<file path="config.mk">
export PLATFORM = sky130hd
export DESIGN_NAME = comparator_scan_controller
export DESIGN_NICKNAME = d
export VERILOG_FILES = /design/src/rtl/comparator_scan_controller.sv
export SDC_FILE = /design/constraint.sdc
export NUM_CORES = 1
export LEC_CHECK = 0
export BUFFER_PORTS_ARGS = -buffer_cell sky130_fd_sc_hd__buf_2
export CORE_MARGIN = 2
export CORE_UTILIZATION = 60
export DETAILED_ROUTE_END_ITERATION = 8
export GPL_TIMING_DRIVEN = 0
export MAX_ROUTING_LAYER = met4
export PLACE_DENSITY = 0.95
export SYNTH_ARGS = -nofsm -noshare
export SYNTH_HDL_FRONTEND = slang
export SYNTH_SLANG_ARGS = --single-unit
</file>
<file path="constraint.sdc">
create_clock -name clk -period 12 [get_ports clk]
set_clock_uncertainty 0.1 [all_clocks]
set_input_delay 2.4 -clock clk [delete_from_list [all_inputs] [get_ports clk]]
set_output_delay 2.4 -clock clk [all_outputs]
set_load 0.1 [all_outputs]
</file>
<file path="src/rtl/comparator_scan_controller.sv">
// Threshold-scan sequencer: clears the injector error counters, then steps the
// threshold DAC across a range, fires a burst of injector pulses per point and reports the hit count.
module comparator_scan_controller #(
    parameter int DAC_BITS = 10,
    parameter int CNT_BITS = 16
) (
    input  logic                clk,
    input  logic                reset_n,
    input  logic                start,
    input  logic                abort,
    input  logic [DAC_BITS-1:0] thresh_start,
    input  logic [DAC_BITS-1:0] thresh_stop,
    input  logic [DAC_BITS-1:0] thresh_step,
    input  logic [CNT_BITS-1:0] pulses_per_point,
    input  logic [7:0]          settle_cycles,
    output logic [DAC_BITS-1:0] dac_value,
    output logic                dac_load,
    input  logic                dac_busy,
    output logic                fire_pulse,
    input  logic                pulser_ready,
    input  logic                compout_last,
    output logic                errcnt_rst,
    output logic                result_valid,
    output logic [DAC_BITS-1:0] result_thresh,
    output logic [CNT_BITS-1:0] result_hits,
    output logic                busy,
    output logic                done,
    output logic                timeout
);

    localparam logic [3:0] S_IDLE      = 4'd0;
    localparam logic [3:0] S_CLEAR     = 4'd1;
    localparam logic [3:0] S_LOAD      = 4'd2;
    localparam logic [3:0] S_DACWAIT   = 4'd3;
    localparam logic [3:0] S_SETTLE    = 4'd4;
    localparam logic [3:0] S_FIRE      = 4'd5;
    localparam logic [3:0] S_WAIT_ACK  = 4'd6;
    localparam logic [3:0] S_WAIT_DONE = 4'd7;
    localparam logic [3:0] S_REPORT    = 4'd8;
    localparam logic [3:0] S_NEXT      = 4'd9;
    localparam logic [3:0] S_FINISH    = 4'd10;

    logic [3:0]          state;
    logic [3:0]          next_state;
    logic [DAC_BITS-1:0] start_l;
    logic [DAC_BITS-1:0] stop_l;
    logic [DAC_BITS-1:0] step_l;
    logic [CNT_BITS-1:0] ppp_l;
    logic [CNT_BITS-1:0] pulse_cnt;
    logic [CNT_BITS-1:0] hit_cnt;
    logic [7:0]          settle_l;
    logic [7:0]          settle_cnt;
    logic [7:0]          wait_cnt;
    logic [DAC_BITS:0]   next_thresh;
    logic                range_end;
    logic                settle_done;
    logic                ack_timeout;

    // The extra top bit of next_thresh catches wrap-around past the top DAC code.
    assign next_thresh = {1'b0, dac_value} + {1'b0, step_l};
    assign range_end   = (dac_value == stop_l) || (next_thresh > {1'b0, stop_l}) || next_thresh[DAC_BITS];
    assign settle_done = (settle_cnt <= 8'd1);
    assign ack_timeout = (wait_cnt == 8'd254);

    always_comb begin
        next_state = state;
        case (state)
            S_IDLE:      if (start && !abort) next_state = (thresh_start > thresh_stop) ? S_FINISH : S_CLEAR;
            S_CLEAR:     next_state = S_LOAD;
            S_LOAD:      if (dac_load) next_state = S_DACWAIT;
            S_DACWAIT:   if (!dac_busy) next_state = S_SETTLE;
            S_SETTLE:    if (settle_done) next_state = S_FIRE;
            S_FIRE:      next_state = (pulse_cnt == ppp_l) ? S_REPORT : S_WAIT_ACK;
            S_WAIT_ACK: begin
                if (!pulser_ready)    next_state = S_WAIT_DONE;
                else if (ack_timeout) next_state = S_FINISH;
            end
            S_WAIT_DONE: if (pulser_ready) next_state = S_FIRE;
            S_REPORT:    next_state = S_NEXT;
            S_NEXT:      next_state = range_end ? S_FINISH : S_LOAD;
            S_FINISH:    next_state = S_IDLE;
            default:     next_state = S_IDLE;
        endcase
        if (abort && (state != S_IDLE) && (state != S_FINISH)) next_state = S_FINISH;
    end

    // Outputs are registered from the next state, so each strobe lines up with the state it belongs to.
    always_ff @(posedge clk) begin
        if (!reset_n) begin
            state         <= S_IDLE;
            busy          <= 1'b0;
            done          <= 1'b0;
            errcnt_rst    <= 1'b0;
            fire_pulse    <= 1'b0;
            dac_load      <= 1'b0;
            dac_value     <= '0;
            result_valid  <= 1'b0;
            result_thresh <= '0;
            result_hits   <= '0;
            timeout       <= 1'b0;
            start_l       <= '0;
            stop_l        <= '0;
            step_l        <= '0;
            ppp_l         <= '0;
            settle_l      <= '0;
            settle_cnt    <= '0;
            wait_cnt      <= '0;
            pulse_cnt     <= '0;
            hit_cnt       <= '0;
        end else begin
            state        <= next_state;
            busy         <= (next_state != S_IDLE);
            done         <= (next_state == S_FINISH);
            errcnt_rst   <= (next_state == S_CLEAR);
            fire_pulse   <= (next_state == S_WAIT_ACK);
            dac_load     <= (next_state == S_LOAD) && !dac_busy;
            result_valid <= (next_state == S_REPORT);
            if (next_state == S_REPORT) begin
                result_thresh <= dac_value;
                result_hits   <= hit_cnt;
            end

            case (state)
                S_IDLE: begin
                    if (start && !abort) begin
                        start_l  <= thresh_start;
                        stop_l   <= thresh_stop;
                        step_l   <= (thresh_step == '0) ? {{(DAC_BITS-1){1'b0}}, 1'b1} : thresh_step;
                        ppp_l    <= pulses_per_point;
                        settle_l <= settle_cycles;
                        if (thresh_start <= thresh_stop) timeout <= 1'b0;
                    end
                end
                S_CLEAR:   dac_value <= start_l;
                S_DACWAIT: settle_cnt <= settle_l;
                S_SETTLE: begin
                    if (!settle_done) settle_cnt <= settle_cnt - 8'd1;
                    hit_cnt   <= '0;
                    pulse_cnt <= '0;
                end
                S_FIRE: wait_cnt <= '0;
                S_WAIT_ACK: begin
                    if (pulser_ready) begin
                        wait_cnt <= wait_cnt + 8'd1;
                        if (ack_timeout && !abort) timeout <= 1'b1;
                    end
                end
                S_WAIT_DONE: begin
                    if (pulser_ready && !abort) begin
                        pulse_cnt <= pulse_cnt + 1'b1;
                        if (compout_last && (hit_cnt != {CNT_BITS{1'b1}})) hit_cnt <= hit_cnt + 1'b1;
                    end
                end
                S_NEXT: begin
                    if (!range_end && !abort) dac_value <= next_thresh[DAC_BITS-1:0];
                end
                default: ;
            endcase
        end
    end

endmodule

</file>
==> results of run 1 <==
==> cell families after synthesis <==
| kind of cell | share of synthesized area, % |
|---|---|
| AOI/OAI and AO/OA | 14.5 |
| xor gates and xnor gates | 7.15 |
| adders and majority gates | 6.19 |
| buffers and inverters | 5.11 |
| DFF | 39.3 |
| muxes | 4.50 |
| and+or+nand+nor | 23.3 |
==> power groups by stage <==
stage | combinational (W) | sequential, W | clock [W]
after floorplan | 0.000374 | 0.000700 | 0
after global routing | 0.000681 | 0.000592 | 0.000566
after global placement | 0.000598 | 0.000596 | 0
final | 0.000630 | 0.000589 | 0.000542
after detailed placement | 0.000613 | 0.000597 | 0
after CTS | 0.000622 | 0.000587 | 0.000545
==> sequential cells by signal, summed over array words and instances, names as in the netlist <==
signal and cells:
hit_cnt 16, ppp_l 16, pulse_cnt 16, result_hits 16, dac_value 10, result_thresh 10
start_l 10, step_l 10, stop_l 10, settle_cnt 8, settle_l 8, wait_cnt 8
state 4, busy 1, dac_load 1, done 1, errcnt_rst 1, fire_pulse 1
result_valid 1, timeout 1
==> synth_stat cells (3+ instances only) <==
master	n
a31oi_1	4
nor3_1	19
nand2_1	197
nand3_1	18
a21o_1	3
mux2i_1	33
nor4_1	9
or3_1	7
a211oi_1	9
a21oi_1	101
xor2_1	25
nand2b_1	8
ha_1	36
nand4_1	18
and4_1	5
buf_2	5
o21ai_1	12
and2_1	5
inv_1	41
clkbuf_1	37
dfxtp_1	149
and3_1	6
nor2b_1	6
nor2_1	67
o21ai_0	17
xnor2_1	37
a311oi_1	5
or2_1	3
==> worst max-delay path: cells and delay by family <==
kind / cells / cell delay (ns)
fa+ha+maj: 1 / 0.30
compound gates: 5 / 1.73
simple gates: 1 / 0.23
mux: 1 / 0.12
buf+inv: 3 / 0.44
==> how the worst min path moves through the flow <==
stage	start	end	slack (ns)	cells after the start
after global placement	result_thresh[4]$_SDFFE_PN0N_	result_thresh[4]$_SDFFE_PN0N_	0.34	2
after floorplan	start_l[0]$_SDFFE_PN0P_	start_l[0]$_SDFFE_PN0P_	0.33	2
after detailed placement	result_hits[0]$_SDFFE_PN0N_	result_hits[0]$_SDFFE_PN0N_	0.34	2
after CTS	result_hits[12]$_SDFFE_PN0N_	result_hits[12]$_SDFFE_PN0N_	0.36	2
final	result_hits[0]$_SDFFE_PN0N_	result_hits[0]$_SDFFE_PN0N_	0.35	2
after global routing	result_hits[2]$_SDFFE_PN0N_	result_hits[2]$_SDFFE_PN0N_	0.36	2
==> layout make-up <==
| class | instances | area [sq um] |
|---|---|---|
| Multi-Input combinational cell | 694 | 4230 |
| Clock inverter | 9 | 125 |
| Tap cell | 172 | 215 |
| Fill cell | 916 | 3540 |
| Clock buffer | 23 | 478 |
| Timing Repair Buffer | 102 | 510 |
| Sequential cell | 149 | 2980 |
| Buffer | 48 | 230 |
| Inverter | 42 | 158 |
==> metrics by stage <==
| step | std cells | hold WS (ns) | util, % | instance area (sq um) |
|---|---|---|---|---|
| after floorplan | 933 | 0.333 | - | 7600 |
| after global placement | 1207 | 0.341 | 66.8 | 8320 |
| after detailed placement | 1207 | 0.344 | 66.8 | 8320 |
| after CTS | 1239 | 0.356 | 71.6 | 8930 |
| after global routing | 1239 | 0.363 | 71.6 | 8930 |
| final | 1239 | 0.354 | 71.6 | 8930 |
==> per-layer routing <==
| layer | up-vias | track usage [%] |
|---|---|---|
| li1 | 3436 | - |
| met1 | 3328 | 38.3 |
| met2 | 370 | 49.6 |
| met3 | 74 | 7.94 |
| met4 | 0 | 16.3 |
| met5 | - | - |
==> out/summary.txt, run 1 <==
status: complete, no violations
post-synth cell types: 69
Root Driver: clkbuf_16
Placer Congestion: 0.989
worst hold path type: reg2reg
row count: 41
top cells by area, synth: dfxtp_1 39%, nand2_1 9.7%, a21oi_1 6.7%, ha_1 5.9%, mux2i_1 4.3%
PostCTS Resize Cnt: 0
Post-synth top flop: dfxtp_1
syn_nets: 1,031
met1 wire length: 8140 um
max incr delay on CP: 1.03 ns
mean routed wirelength per cell: 16.1 um
die area: 13,600 sq um
static leakage: 3.58 nW
Sw Ratio: 37.9%
drt via density: 5.82
CP Cell Sequence: buf_2 -> ha_1 -> a21oi_1 -> o21ai_1 -> a2111oi_0 -> nor3_1 -> a311oi_2 -> a21oi_2 -> buf_6 -> buf_12 -> mux2i_1
PD cells: 197 nW/um^2
asr flop ratio synth: 0%
Logic pwr share: 35.8%
Hold Buf Count CTS: 0
GRT Total Usage: 31.8%
H-tree Lvls: 4
max layer used: met4
final setup TNS: 0 ns
first-pass GRT wire length: 32,700 um
clock buffer depth: 2
layout cells sized above 1: 14.6%
CTS clk-pin slew, worst paths: 0.06 ns
vias: 7,208
crit path to: result_hits[6]$_SDFFE_PN0N_
critical path required time: 12.21 ns
# DRC: 0
initial antenna violation count: 0
GRT overflow: 0
critical path's slowest cell: a2111oi_0
sequential share of power: 33.5%
critical path startpoint: thresh_start[3]
YS warnings: 0
Die Width: 117 um
share of the synthesized area in the top cell type: 39.3%
Mapped Cells: 933
syn avg cell area: 8.14 sq um
Overall Power: 0.00176 W
First-pass DRT Iterations: 6
post-synth top area cell: dfxtp_1
EDFF count, synth: 0
vias in the first global route: 6,925
Synth Register Bits: 149
later-pin clock latency in the skew report: 0.43 ns
r2r endpoint: dac_value[8]$_SDFFE_PN0P_
worst r2r src: dac_value[0]$_SDFFE_PN0P_
most frequent cells in the layout: 197 x nand2_1, 149 x dfxtp_1, 107 x buf_2, 101 x a21oi_1, 67 x nor2_1
worst slew pin tran: 1.17 ns
Reg2Reg Depth: 19
Slew HR: 19.9%
final hold violations: 0
number of CTS-inserted buffers: 17
Seq/Total Area, Yosys: 39.3%
Initial DRC Count: 632
Tmin final: 5.02 ns
CORE AREA: 12,500 sq um
number of top-level pins: 104
pre-CTS setup slack: 6.74 ns
critical path arrival: 5.23 ns
met3 wire length: 1800 um
DIE HEIGHT: 117 um
Pint: 0.00109 W
CP startpoint kind: input port
final wirelength: 20,000 um
Max Slew Vio Count: 0
post-route ant nets: 0
metal2 WL: 9250 um
period utilization: 41.8%
Switching Power: 0.000667 W
largest net degree at the start of global routing: 17
clock sink total: 149
R2R Setup Slk: 7.38 ns
postcts setup bufs: 0
endpoint class of the critical path: register
Final WS setup: 6.98 ns
Layout area overhead: 17.5%
Clk network pwr share: 30.8%
DP HPWL: 14,300 um
most common cell after layout, fill and taps aside: nand2_1
initial core utilization: 60.9%
critical path type: in2reg
unrepaired setup endpoints after global routing: no
Peak Freq: 199 MHz
Post-Syn Area: 7600 sq um
TritonCTS clock tree: done
I/O Buffers: 102
number of diodes: 0
max cap viols: 0
Crit Path Max Fanout: 10
Worst VDD drop: 0.132 mV
nets: 1,152
setup violators final: 0
(Power assumes the default switching activity.)
==> run 2: changes to the inputs <==
--- a/config.mk
+++ b/config.mk
@@ -5,13 +5,14 @@
 export SDC_FILE = /design/constraint.sdc
 export NUM_CORES = 1
 export LEC_CHECK = 0
+export ABC_AREA = 1
 export BUFFER_PORTS_ARGS = -buffer_cell sky130_fd_sc_hd__buf_2
 export CORE_MARGIN = 2
-export CORE_UTILIZATION = 60
+export CORE_UTILIZATION = 58
 export DETAILED_ROUTE_END_ITERATION = 8
 export GPL_TIMING_DRIVEN = 0
 export MAX_ROUTING_LAYER = met4
-export PLACE_DENSITY = 0.95
+export PLACE_DENSITY = 0.92
 export SYNTH_ARGS = -nofsm -noshare
 export SYNTH_HDL_FRONTEND = slang
 export SYNTH_SLANG_ARGS = --single-unit
==> constraint.sdc (replaced) <==
create_clock -name clk -period 4.7 [get_ports clk]
set_clock_uncertainty 0.1 [all_clocks]
set_input_delay 0.94 -clock clk [delete_from_list [all_inputs] [get_ports clk]]
set_output_delay 0.94 -clock clk [all_outputs]
set_load 0.1 [all_outputs]
==> out/summary.txt, run 2 <==
top post-synthesis cells by count: 228 x nand2_1, 149 x dfxtp_1, 148 x inv_1
final wirelength: 21,500 um (+7.4%)
top cells by area, synth: dfxtp_1 38%, nand2_1 11%, a21oi_1 8.1%, inv_1 7.0%, nor2_1 6.7%
DIE HEIGHT: 121 um (+3.6%)
Slew HR: 61.8% (+42 points)
row count: 42 (+2.4%)
final hold violations: 0 (unchanged)
Layout area overhead: 16.6%
initial core utilization: 59.5% (-1.5 points)
most common cell after layout, fill and taps aside: nand2_1
period utilization: 89.8%
TritonCTS clock tree: done
PD cells: 609 nW/um^2 (+210%)
number of top-level pins: 104 (unchanged)
worst slew pin tran: 0.574 ns (-0.598 ns)
endpoint class of the critical path: register
setup violators final: 0 (unchanged)
clock sink total: 149 (unchanged)
Worst VDD drop: 0.364 mV (+180%)
layout cells sized above 1: 14.7% (+0.088 points)
Seq/Total Area, Yosys: 37.7% (-1.5 points)
EDFF count, synth: 0 (unchanged)
critical path's slowest cell: dfxtp_1
PostCTS Resize Cnt: 0 (unchanged)
die area: 14,600 sq um (+7.4%)
Max Slew Vio Count: 0 (unchanged)
post-synth top area cell: dfxtp_1
Crit Path Max Fanout: 10 (unchanged)
Peak Freq: 237 MHz
Tmin final: 4.22 ns
Synth Register Bits: 149 (unchanged)
critical path startpoint: dac_value[0]$_SDFFE_PN0P_
drt via density: 5.44 (-6.4%)
Overall Power: 0.00562 W (+220%)
max cap viols: 0 (unchanged)
Placer Congestion: 0.970 (-1.9%)
post-synth cell types: 47 (-32%)
YS warnings: 0 (unchanged)
initial antenna violation count: 0 (unchanged)
critical path type: reg2reg
Die Width: 121 um (+3.6%)
final hold slack: 0.355 ns (+0.00148 ns)
GRT overflow: 0 (unchanged)
DP HPWL: 16,000 um (+11%)
First-pass DRT Iterations: 5 (-1)
vias in the first global route: 7,350 (+6.1%)
later-pin clock latency in the skew report: 0.43 ns (about the same)
syn_nets: 1,250 (+21%)
Root Driver: clkbuf_16
I/O Buffers: 102 (unchanged)
critical path required time: 4.91 ns (-7.30 ns)
largest net degree at the start of global routing: 17 (unchanged)
critical path arrival: 4.43 ns (-0.80 ns)
number of diodes: 0 (unchanged)
Post-synth top flop: dfxtp_1
clock buffer depth: 2 (unchanged)
Hold Buf Count CTS: 0 (unchanged)
Reg2Reg Depth: 24 (+5)
unrepaired setup endpoints after global routing: no
CORE AREA: 13,300 sq um (+6.7%)
crit path to: result_hits[12]$_SDFFE_PN0N_
max incr delay on CP: 0.44 ns (-0.59 ns)
number of fill cells: 1,113 (+22%)
first-pass GRT wire length: 34,200 um (+4.5%)
syn avg cell area: 6.86 sq um (-16%)
CP Cell Sequence: ha_1 -> inv_1 -> fa_1 -> nand3b_1 -> nand2_1 -> nand2_1 -> a21oi_1 -> xor2_1 -> inv_1 -> ha_1 -> nand2_1 -> nor2_1 -> nand2_1 -> nand2_1 -> nand2_1 -> nand2_1 -> nand2_1 -> nand3_1 -> nand2_1 -> nand3_1 -> clkbuf_1 -> nand3_1 -> nand2_1 -> nor2_1
asr flop ratio synth: 0% (unchanged)
worst r2r src: dac_value[0]$_SDFFE_PN0P_
number of CTS-inserted buffers: 17 (unchanged)
most numerous cell in the Yosys netlist: nand2_1
Mapped Cells: 1,152 (+23%)
final setup TNS: 0 ns (unchanged)
status: complete, no violations
GRT Total Usage: 30.7% (-1.1 points)
worst hold path type: reg2reg
crit-path most repeated cell: nand2_1
most frequent cells in the layout: 228 x nand2_1, 149 x dfxtp_1, 148 x inv_1, 142 x nor2_1, 128 x a21oi_1
CP startpoint kind: register
nets: 1,371 (+19%)
H-tree Lvls: 4 (unchanged)
r2r endpoint: result_hits[12]$_SDFFE_PN0N_
R2R Setup Slk: 0.48 ns (-6.90 ns)
share of the synthesized area in the top cell type: 37.7% (-1.5 points)
vias: 7,954 (+10%)
postcts setup bufs: 0 (unchanged)
static leakage: 4.26 nW (+19%)
CTS clk-pin slew, worst paths: 0.06 ns (about the same)
Hold Crit Start: settle_l[4]$_SDFFE_PN0P_
Post-Syn Area: 7910 sq um (+4.1%)
post-route ant nets: 0 (unchanged)
mean routed wirelength per cell: 14.7 um (-9.0%)
Initial DRC Count: 708 (+12%)
# DRC: 0 (unchanged)
==> run 2: cell count changes after synthesis, sizes merged, moves of 7 or more <==
cell    previous run  this run
xor2              25        16
nand4             18        11
nand2            197       235
xnor2             37         5
mux2i             33         0
clkbuf            37        26
inv               42       161
nand3             18        60
or3                8         0
nand2b             8         0
nor4              11         3
o21ai             30        98
a21oi            102       131
nor2              67       153
==> run 2: worst max-delay path, delay by kind of cell, from the launching register on <==
| family | cells | cell delay (ns) |
|---|---|---|
| flops | 1 | 0.44 |
| simple gates | 16 | 1.52 |
| xor+xnor | 1 | 0.29 |
| fa+ha+maj | 3 | 0.94 |
| compound gates | 1 | 0.29 |
| buf+inv | 3 | 0.50 |
==> run 2: worst min-delay path by stage <==
stage                                     to  slack (ns)  cells past startpoint
floorplan            start_l[9]$_SDFFE_PN0P_        0.32                      2
global route        settle_l[4]$_SDFFE_PN0P_        0.37                      2
detailed placement  settle_l[4]$_SDFFE_PN0P_        0.35                      2
CTS                 settle_l[4]$_SDFFE_PN0P_        0.36                      2
finish              settle_l[4]$_SDFFE_PN0P_        0.36                      2
global placement    settle_l[3]$_SDFFE_PN0P_        0.34                      2
==> run 2: area by class of cell <==
cell class                      count  area (sq um)  area share [%]
Timing Repair Buffer              102           510            5.54
Sequential cell                   149          2980            32.4
Buffer                             39           179            1.94
Clock inverter                      8          72.6           0.787
Inverter                          163           612            6.64
Clock buffer                       23           508            5.51
Multi-Input combinational cell    801          4130            44.8
Tap cell                          176           220            2.39
==> run 2: cell families (layout without fill, tap and decap cells) <==
| logic type | count (synthesis) | count (layout) | share of synthesized area (%) |
|---|---|---|---|
| buffers and inverters | 202 | 335 | 10.0 |
| AOI/OAI and AO/OA | 251 | 251 | 16.9 |
| xor gates and xnor gates | 21 | 21 | 2.33 |
| and+or+nand+nor | 492 | 492 | 27.1 |
| DFF | 149 | 149 | 37.7 |
| adders and majority gates | 37 | 37 | 5.95 |
==> run 2: per-layer routing <==
layer  wire (um)  global-route usage [%]  vias up
li1            -                       -     3960
met1        9320                    37.6     3613
met2        9880                    49.2      334
met3        1670                    6.65       47
met4         585                    12.8        0
met5           0                       -        -
==> run 2: stage by stage <==
step | util (%) | setup WS, ns | instances | instance area (sq um)
global placement | 65.0 | 0.719 | 1430 | 8640
CTS | 69.3 | 0.528 | 1461 | 9220
global route | 69.3 | 0.182 | 1461 | 9220
floorplan | - | 0.569 | 1152 | 7910
detailed placement | 65.0 | 0.611 | 1430 | 8640
finish | 69.3 | 0.481 | 1461 | 9220
==> run 2: power breakdown <==
group | total [W] | internal, W | switching, W
clock network | 0.00132 | 0.000805 | 0.000516
logic | 0.00266 | 0.000753 | 0.00191
registers | 0.00163 | 0.00147 | 0.000159
